==> config.mk <==
export PLATFORM = sky130hd
export DESIGN_NAME = ride_scheduler_flat
export DESIGN_NICKNAME = d
export VERILOG_FILES = /design/src/rtl/ride_scheduler_if.sv /design/src/rtl/ride_scheduler.sv /design/src/flat_wrapper.sv
export SDC_FILE = /design/constraint.sdc
export NUM_CORES = 1
export LEC_CHECK = 0
export CAP_MARGIN = 40
export CORE_UTILIZATION = 31
export DETAILED_ROUTE_END_ITERATION = 7
export GPL_TIMING_DRIVEN = 0
export SLEW_MARGIN = 25
export SYNTH_ARGS = -nofsm -noshare
export SYNTH_HDL_FRONTEND = slang
export SYNTH_SLANG_ARGS = --single-unit
==> constraint.sdc <==
create_clock -name clk -period 3.7 [get_ports clk]
set_clock_uncertainty 0.15 [all_clocks]
set_input_delay 0.925 -clock clk [delete_from_list [all_inputs] [get_ports clk]]
set_output_delay 0.925 -clock clk [all_outputs]
set_load 0.02 [all_outputs]
==> src/rtl/ride_scheduler_if.sv <==
// ride_scheduler_if: floor-call inputs and scheduler status outputs bundled for ride_scheduler.
// Signals: call[9:0] per-floor request pulses, current[3:0] present floor,
//          target[3:0] desired floor, door_open, pending[9:0] outstanding requests,
//          dir sweep direction (1=up), busy (not idle).
// master drives call/current; slave (the scheduler) drives the status outputs.
interface ride_scheduler_if;
  logic [9:0] call;
  logic [3:0] current;
  logic [3:0] target;
  logic       door_open;
  logic [9:0] pending;
  logic       dir;
  logic       busy;
  modport master (output call, current, input target, door_open, pending, dir, busy);
  modport slave (input call, current, output target, door_open, pending, dir, busy);
endinterface

==> src/rtl/ride_scheduler.sv <==
// ride_scheduler: SCAN elevator scheduler with IDLE/MOVE/DOOR FSM and registered outputs.
// Ports: clk, reset (sync, active-high), bus (ride_scheduler_if.slave: call, current in;
//        target, door_open, pending, dir, busy out).
// Optional: define RIDEUP_EMERGENCY_EN to add the estop input (forces IDLE, clears requests).
// Parameter: DOOR_CYCLES (1..15) cycles door_open stays high per stop.
module ride_scheduler #(
  parameter int DOOR_CYCLES = 4
) (
  input logic clk,
  input logic reset,
`ifdef RIDEUP_EMERGENCY_EN
  input logic estop,
`endif
  ride_scheduler_if.slave bus
);
  typedef enum logic [1:0] {IDLE, MOVE, DOOR} state_t;
  state_t st, st_nx;
  logic [9:0] pending, pending_nx, oh_cur, eff;
  logic [3:0] target, target_nx, timer, timer_nx, scan_t, up_t, dn_t;
  logic dir, dir_nx, scan_dir, have_up, have_dn, door_open, busy;
  logic frozen, go_door, restart, expire;
  assign bus.target = target;
  assign bus.pending = pending;
  assign bus.dir = dir;
  assign bus.door_open = door_open;
  assign bus.busy = busy;
  // An out-of-range floor selects no bit, so every call still registers while frozen.
  assign frozen = bus.current > 4'd9;
  assign oh_cur = frozen ? '0 : 10'(1) << bus.current;
  // Calls arriving this cycle take part in target selection so a closer request retargets at once.
  assign eff = pending | bus.call;
  always_comb begin
    up_t = '0;
    dn_t = '0;
    have_up = 1'b0;
    have_dn = 1'b0;
    for (int i = 9; i >= 0; i--)
      if (eff[i] && 4'(i) > bus.current) begin
        up_t = 4'(i);
        have_up = 1'b1;
      end
    for (int i = 0; i < 10; i++)
      if (eff[i] && 4'(i) < bus.current) begin
        dn_t = 4'(i);
        have_dn = 1'b1;
      end
    scan_dir = dir ? (have_up || !have_dn) : (have_up && !have_dn);
    scan_t = (scan_dir ? have_up : have_dn) ? (scan_dir ? up_t : dn_t) : bus.current;
  end
  // IDLE also opens for a request already pending at the floor the car now sits on.
  assign go_door = !frozen && |(oh_cur & (st == IDLE ? (bus.call | pending) :
                   (st == MOVE && bus.current == target) ? pending : '0));
  assign restart = !frozen && st == DOOR && |(bus.call & oh_cur);
  assign expire = !frozen && st == DOOR && !restart && timer == '0;
  always_comb
    st_nx = frozen ? st : go_door ? DOOR : (st == IDLE || expire) ? ((|pending) ? MOVE : IDLE) : st;
  always_comb begin
    pending_nx = (pending | (bus.call & (st == DOOR ? ~oh_cur : '1))) & (go_door ? ~oh_cur : '1);
    timer_nx = frozen ? timer : (go_door || restart) ? 4'(DOOR_CYCLES - 1) :
               (st == DOOR && timer != '0) ? timer - 4'd1 : '0;
    target_nx = frozen ? target : st_nx == MOVE ? scan_t : bus.current;
    dir_nx = (!frozen && st_nx == MOVE) ? scan_dir : dir;
  end
  always_ff @(posedge clk)
    if (reset) begin
      st <= IDLE;
      pending <= '0;
      target <= '0;
      dir <= 1'b1;
      door_open <= 1'b0;
      busy <= 1'b0;
      timer <= '0;
    end
`ifdef RIDEUP_EMERGENCY_EN
    else if (estop) begin
      st <= IDLE;
      pending <= '0;
      target <= bus.current;
      door_open <= 1'b0;
      busy <= 1'b0;
      timer <= '0;
    end
`endif
    else begin
      st <= st_nx;
      pending <= pending_nx;
      target <= target_nx;
      dir <= dir_nx;
      door_open <= st_nx == DOOR;
      busy <= st_nx != IDLE;
      timer <= timer_nx;
    end
endmodule
==> src/flat_wrapper.sv <==
// flat-port wrapper written by rule: the top's interface ports become plain ports
module ride_scheduler_flat 
#(
  parameter int DOOR_CYCLES = 4
)
  (clk, reset, bus_call, bus_current, bus_target, bus_door_open, bus_pending, bus_dir, bus_busy);
  ride_scheduler_if bus_i ();
  input logic clk;
  input logic reset;
  input wire logic [$bits(bus_i.call)-1:0] bus_call;
  input wire logic [$bits(bus_i.current)-1:0] bus_current;
  output wire logic [$bits(bus_i.target)-1:0] bus_target;
  output wire logic [$bits(bus_i.door_open)-1:0] bus_door_open;
  output wire logic [$bits(bus_i.pending)-1:0] bus_pending;
  output wire logic [$bits(bus_i.dir)-1:0] bus_dir;
  output wire logic [$bits(bus_i.busy)-1:0] bus_busy;
  assign bus_i.call = bus_call;
  assign bus_i.current = bus_current;
  assign bus_target = bus_i.target;
  assign bus_door_open = bus_i.door_open;
  assign bus_pending = bus_i.pending;
  assign bus_dir = bus_i.dir;
  assign bus_busy = bus_i.busy;
  ride_scheduler #(.DOOR_CYCLES(DOOR_CYCLES)) u_core (.clk(clk), .reset(reset), .bus(bus_i));
endmodule
==> results.json <==
{
  "synth_top_flop_cell": "dfxtp_1",
  "grt_pass1_wl_mm": 10.8,
  "grt_max_degree": 14,
  "fmax_ghz": 0.279,
  "cap_violations": 0,
  "die_y_um": 82.1,
  "synth-seq-area-share_pct": 23.2,
  "rsz0062_at_grt": "false",
  "synth.avg_cell_area_um2": 7.30,
  "crit_top_cell": "buf_2",
  "ant_nets": 0,
  "total_power_uw": 851,
  "synth_top_area_share_pct": 23.2,
  "cts_tree": "done",
  "synth_edf_count": 0,
  "port_buffers": 29,
  "synth_cells": 272,
  "dr.first_iter.drc_count": 235,
  "synthTopCellsByArea": "dfxtp_1 (23%), nor2_1 (6.2%), a21oi_1 (5.3%)",
  "yosysMostFrequentCell": "nor2_1",
  "r2r-start": "u_core.st[1]$_SDFF_PP0_",
  "hp-start": "u_core.timer[3]$_SDFFE_PP0N_",
  "synth_seq_cells": 23,
  "r2r_end": "u_core.bus.target[2]$_SDFFE_PP0N_",
  "min_period_ns": 3.58,
  "hold_depth": 2,
  "yosysTopAreaCell": "dfxtp_1",
  "syn-cell-area_um2": 1990,
  "clk_path_buf_depth": 2,
  "worstHoldEndpoint": "u_core.timer[3]$_SDFFE_PP0N_",
  "grt_usage_pct": 21.2,
  "wl_per_cell_um": 17.7,
  "grt_busiest_layer": "met2",
  "grt-ovfl-total": 0,
  "end_kind": "flip-flop",
  "place_inst": 376,
  "core-area_um2": 6060,
  "vias": 2286,
  "slew_violations": 0,
  "path_max_fanout": 10,
  "via_per_inst": 5.98,
  "status": "completed",
  "root_buffer": "clkbuf_8",
  "crit_family": "buffers and inverters",
  "grtUsageMet3_pct": 2.22,
  "clk_pin_slew_ns": 0.09,
  "cts.sinks": 23,
  "async_reset_ff_share_pct": 0,
  "die-width_um": 82.1,
  "setup_viol": 0,
  "area_delta_synth_final_pct": 23.5,
  "period_share_pct": 96.8,
  "grt_pass1_vias": 2121,
  "clock_latency_ns": 0.27,
  "finalWeightedCongestion": 0.945,
  "layout.nets": 325,
  "wl_mm": 6.75,
  "placementRows": 28,
  "initial_core_util_pct": 32.8,
  "antenna_found_initial": 0,
  "syn-num-nets": 289,
  "cellLeakagePower_uw": 0.000843,
  "hold_buffers": 0,
  "cp.required_ns": 3.68,
  "met1_usage_pct": 27.8,
  "yosysUniqueCellTypes": 64,
  "slew_headroom_pct": 57.2,
  "finalHoldViolations": 0,
  "critPathMaxStageDelay_ns": 0.47,
  "n_antenna_cell": 0,
  "io_pins": 33,
  "path_class": "primary input to flip-flop",
  "met2_usage_pct": 35.0,
  "dpl.hpwl_mm": 5.00,
  "crit_path_cell_trace": "clkdlybuf4s50_1 -> buf_2 -> buf_2 -> buf_2 -> xnor2_1 -> nand4_1 -> a21oi_1 -> o31a_1 -> or3_4 -> o311ai_1 -> a21oi_1",
  "r2r_slack_ns": 0.86,
  "netlist_top_cells_count": "nor2_1 (33), dfxtp_1 (23), a21oi_1 (21)",
  "worstSetupStartpointType": "primary input",
  "drive_gt1_share_pct": 10.1,
  "h-tree-depth": 1,
  "hold_path_class": "flip-flop to flip-flop",
  "die_area_um2": 6730,
  "stdcell_count": 382,
  "numCtsBuffers": 3,
  "p_per_area_nw_per_um2": 347,
  "first_pass_iters": 5,
  "cpMaxStageDelayCell": "clkdlybuf4s50_1",
  "route.detailed.drc": 0,
  "arrival_ns": 3.57,
  "ir_drop_mv": 0.181,
  "ys_warn_count": 0,
  "worstMarginPinSlew_ns": 0.633,
  "rr_worst_depth": 8,
  "path_buf_inv": 4
}
## state kept, by name, summed over array words and instances, names as in the netlist
signal,flops
u_core.bus.pending,10
u_core.bus.target,4
u_core.timer,4
u_core.st,2
u_core.bus.busy,1
u_core.bus.dir,1
u_core.bus.door_open,1
## tightest hold or removal path, cell delays in order (launching register included)
cell and delay [ns]:
dfxtp_1 0.33, nand2_1 0.06, a21oi_1 0.05
## per-layer routing
| layer | vias up | share of wire (%) | routed length [µm] |
|---|---|---|---|
| met5 | - | 0 | 0 |
| met4 | 0 | 2.1 | 144 |
| met3 | 12 | 5.4 | 367 |
| met2 | 82 | 47 | 3140 |
| met1 | 1086 | 46 | 3090 |
| li1 | 1106 | - | - |
## worst max-delay path by stage
stage / startpoint / endpoint / slack (ns) / cells after the start
4_1_cts: bus_current[3] / u_core.bus.target[2]$_SDFFE_PP0N_ / 0.12 / 10
5_1_grt: bus_current[3] / u_core.bus.target[2]$_SDFFE_PP0N_ / 0.01 / 11
6_report: bus_current[3] / u_core.bus.target[2]$_SDFFE_PP0N_ / 0.12 / 11
3_3_place_gp: bus_current[3] / u_core.timer[1]$_SDFFE_PP0N_ / -0.39 / 11
3_5_place_dp: bus_current[3] / u_core.timer[1]$_SDFFE_PP0N_ / -0.30 / 11
2_1_floorplan: bus_current[0] / u_core.bus.target[0]$_SDFFE_PP0N_ / 0.61 / 8
## cell type report
type / instances / area, µm²
Fill cell: 634 / 3610
Multi-Input combinational cell: 221 / 1420
Clock inverter: 1 / 5.00
Clock buffer: 3 / 41.3
Tap cell: 75 / 93.8
Inverter: 7 / 26.3
Timing Repair Buffer: 31 / 305
Sequential cell: 23 / 460
Buffer: 21 / 98.8
## logic make-up after synthesis
logic type,after synthesis,share of synthesized area (%)
AO/OA/AOI/OAI,101,34.9
XOR/XNOR,4,1.76
adder cells (fa/ha/maj),2,1.13
buffers and inverters,28,6.23
flip-flops,23,23.2
multiplexers,4,2.39
AND/OR/NAND/NOR,110,30.4
## repair_timing
item                       in CTS  in global routing
cloned                          0                  0
gates resized for setup         1                  4
setup buffers                   0                  2
setup endpoints to repair       2                  8
## power breakdown
group / internal, µW / leakage (µW) / switching, µW
clock: 75.4 / 0.0000255 / 89.2
combinational: 163 / 0.000627 / 213
sequential: 277 / 0.000191 / 32.3
total: 516 / 0.000843 / 335
## stage by stage
stage               hold WS, ns  instance area [µm²]  util (%)  setup TNS [ns]  setup slack (ns)
global placement          0.309                 2370      39.1           -4.15            -0.386
global route              0.368                 2450      40.5               0            0.0100
CTS                       0.334                 2420      39.9               0             0.122
floorplan                 0.290                 1990         -               0             0.611
finish                    0.330                 2450      40.5               0             0.119
detailed placement        0.319                 2370      39.1           -3.16            -0.304
## cell usage in the layout, fill, tap and decap left out, types with 5 or more instances in the layout
| cell | n |
|---|---|
| o21ai_0 | 16 |
| o21a_1 | 5 |
| inv_1 | 7 |
| clkbuf_1 | 9 |
| buf_2 | 9 |
| nor2b_1 | 7 |
| dfxtp_1 | 23 |
| a31oi_1 | 5 |
| a21oi_1 | 21 |
| o22ai_1 | 5 |
| nand3_1 | 8 |
| clkdlybuf4s50_1 | 29 |
| nor2_1 | 33 |
| nor3_1 | 6 |
| nand2_1 | 15 |
| nor3b_1 | 8 |
| a211oi_1 | 7 |
Power figures use the tool's default switching activity.
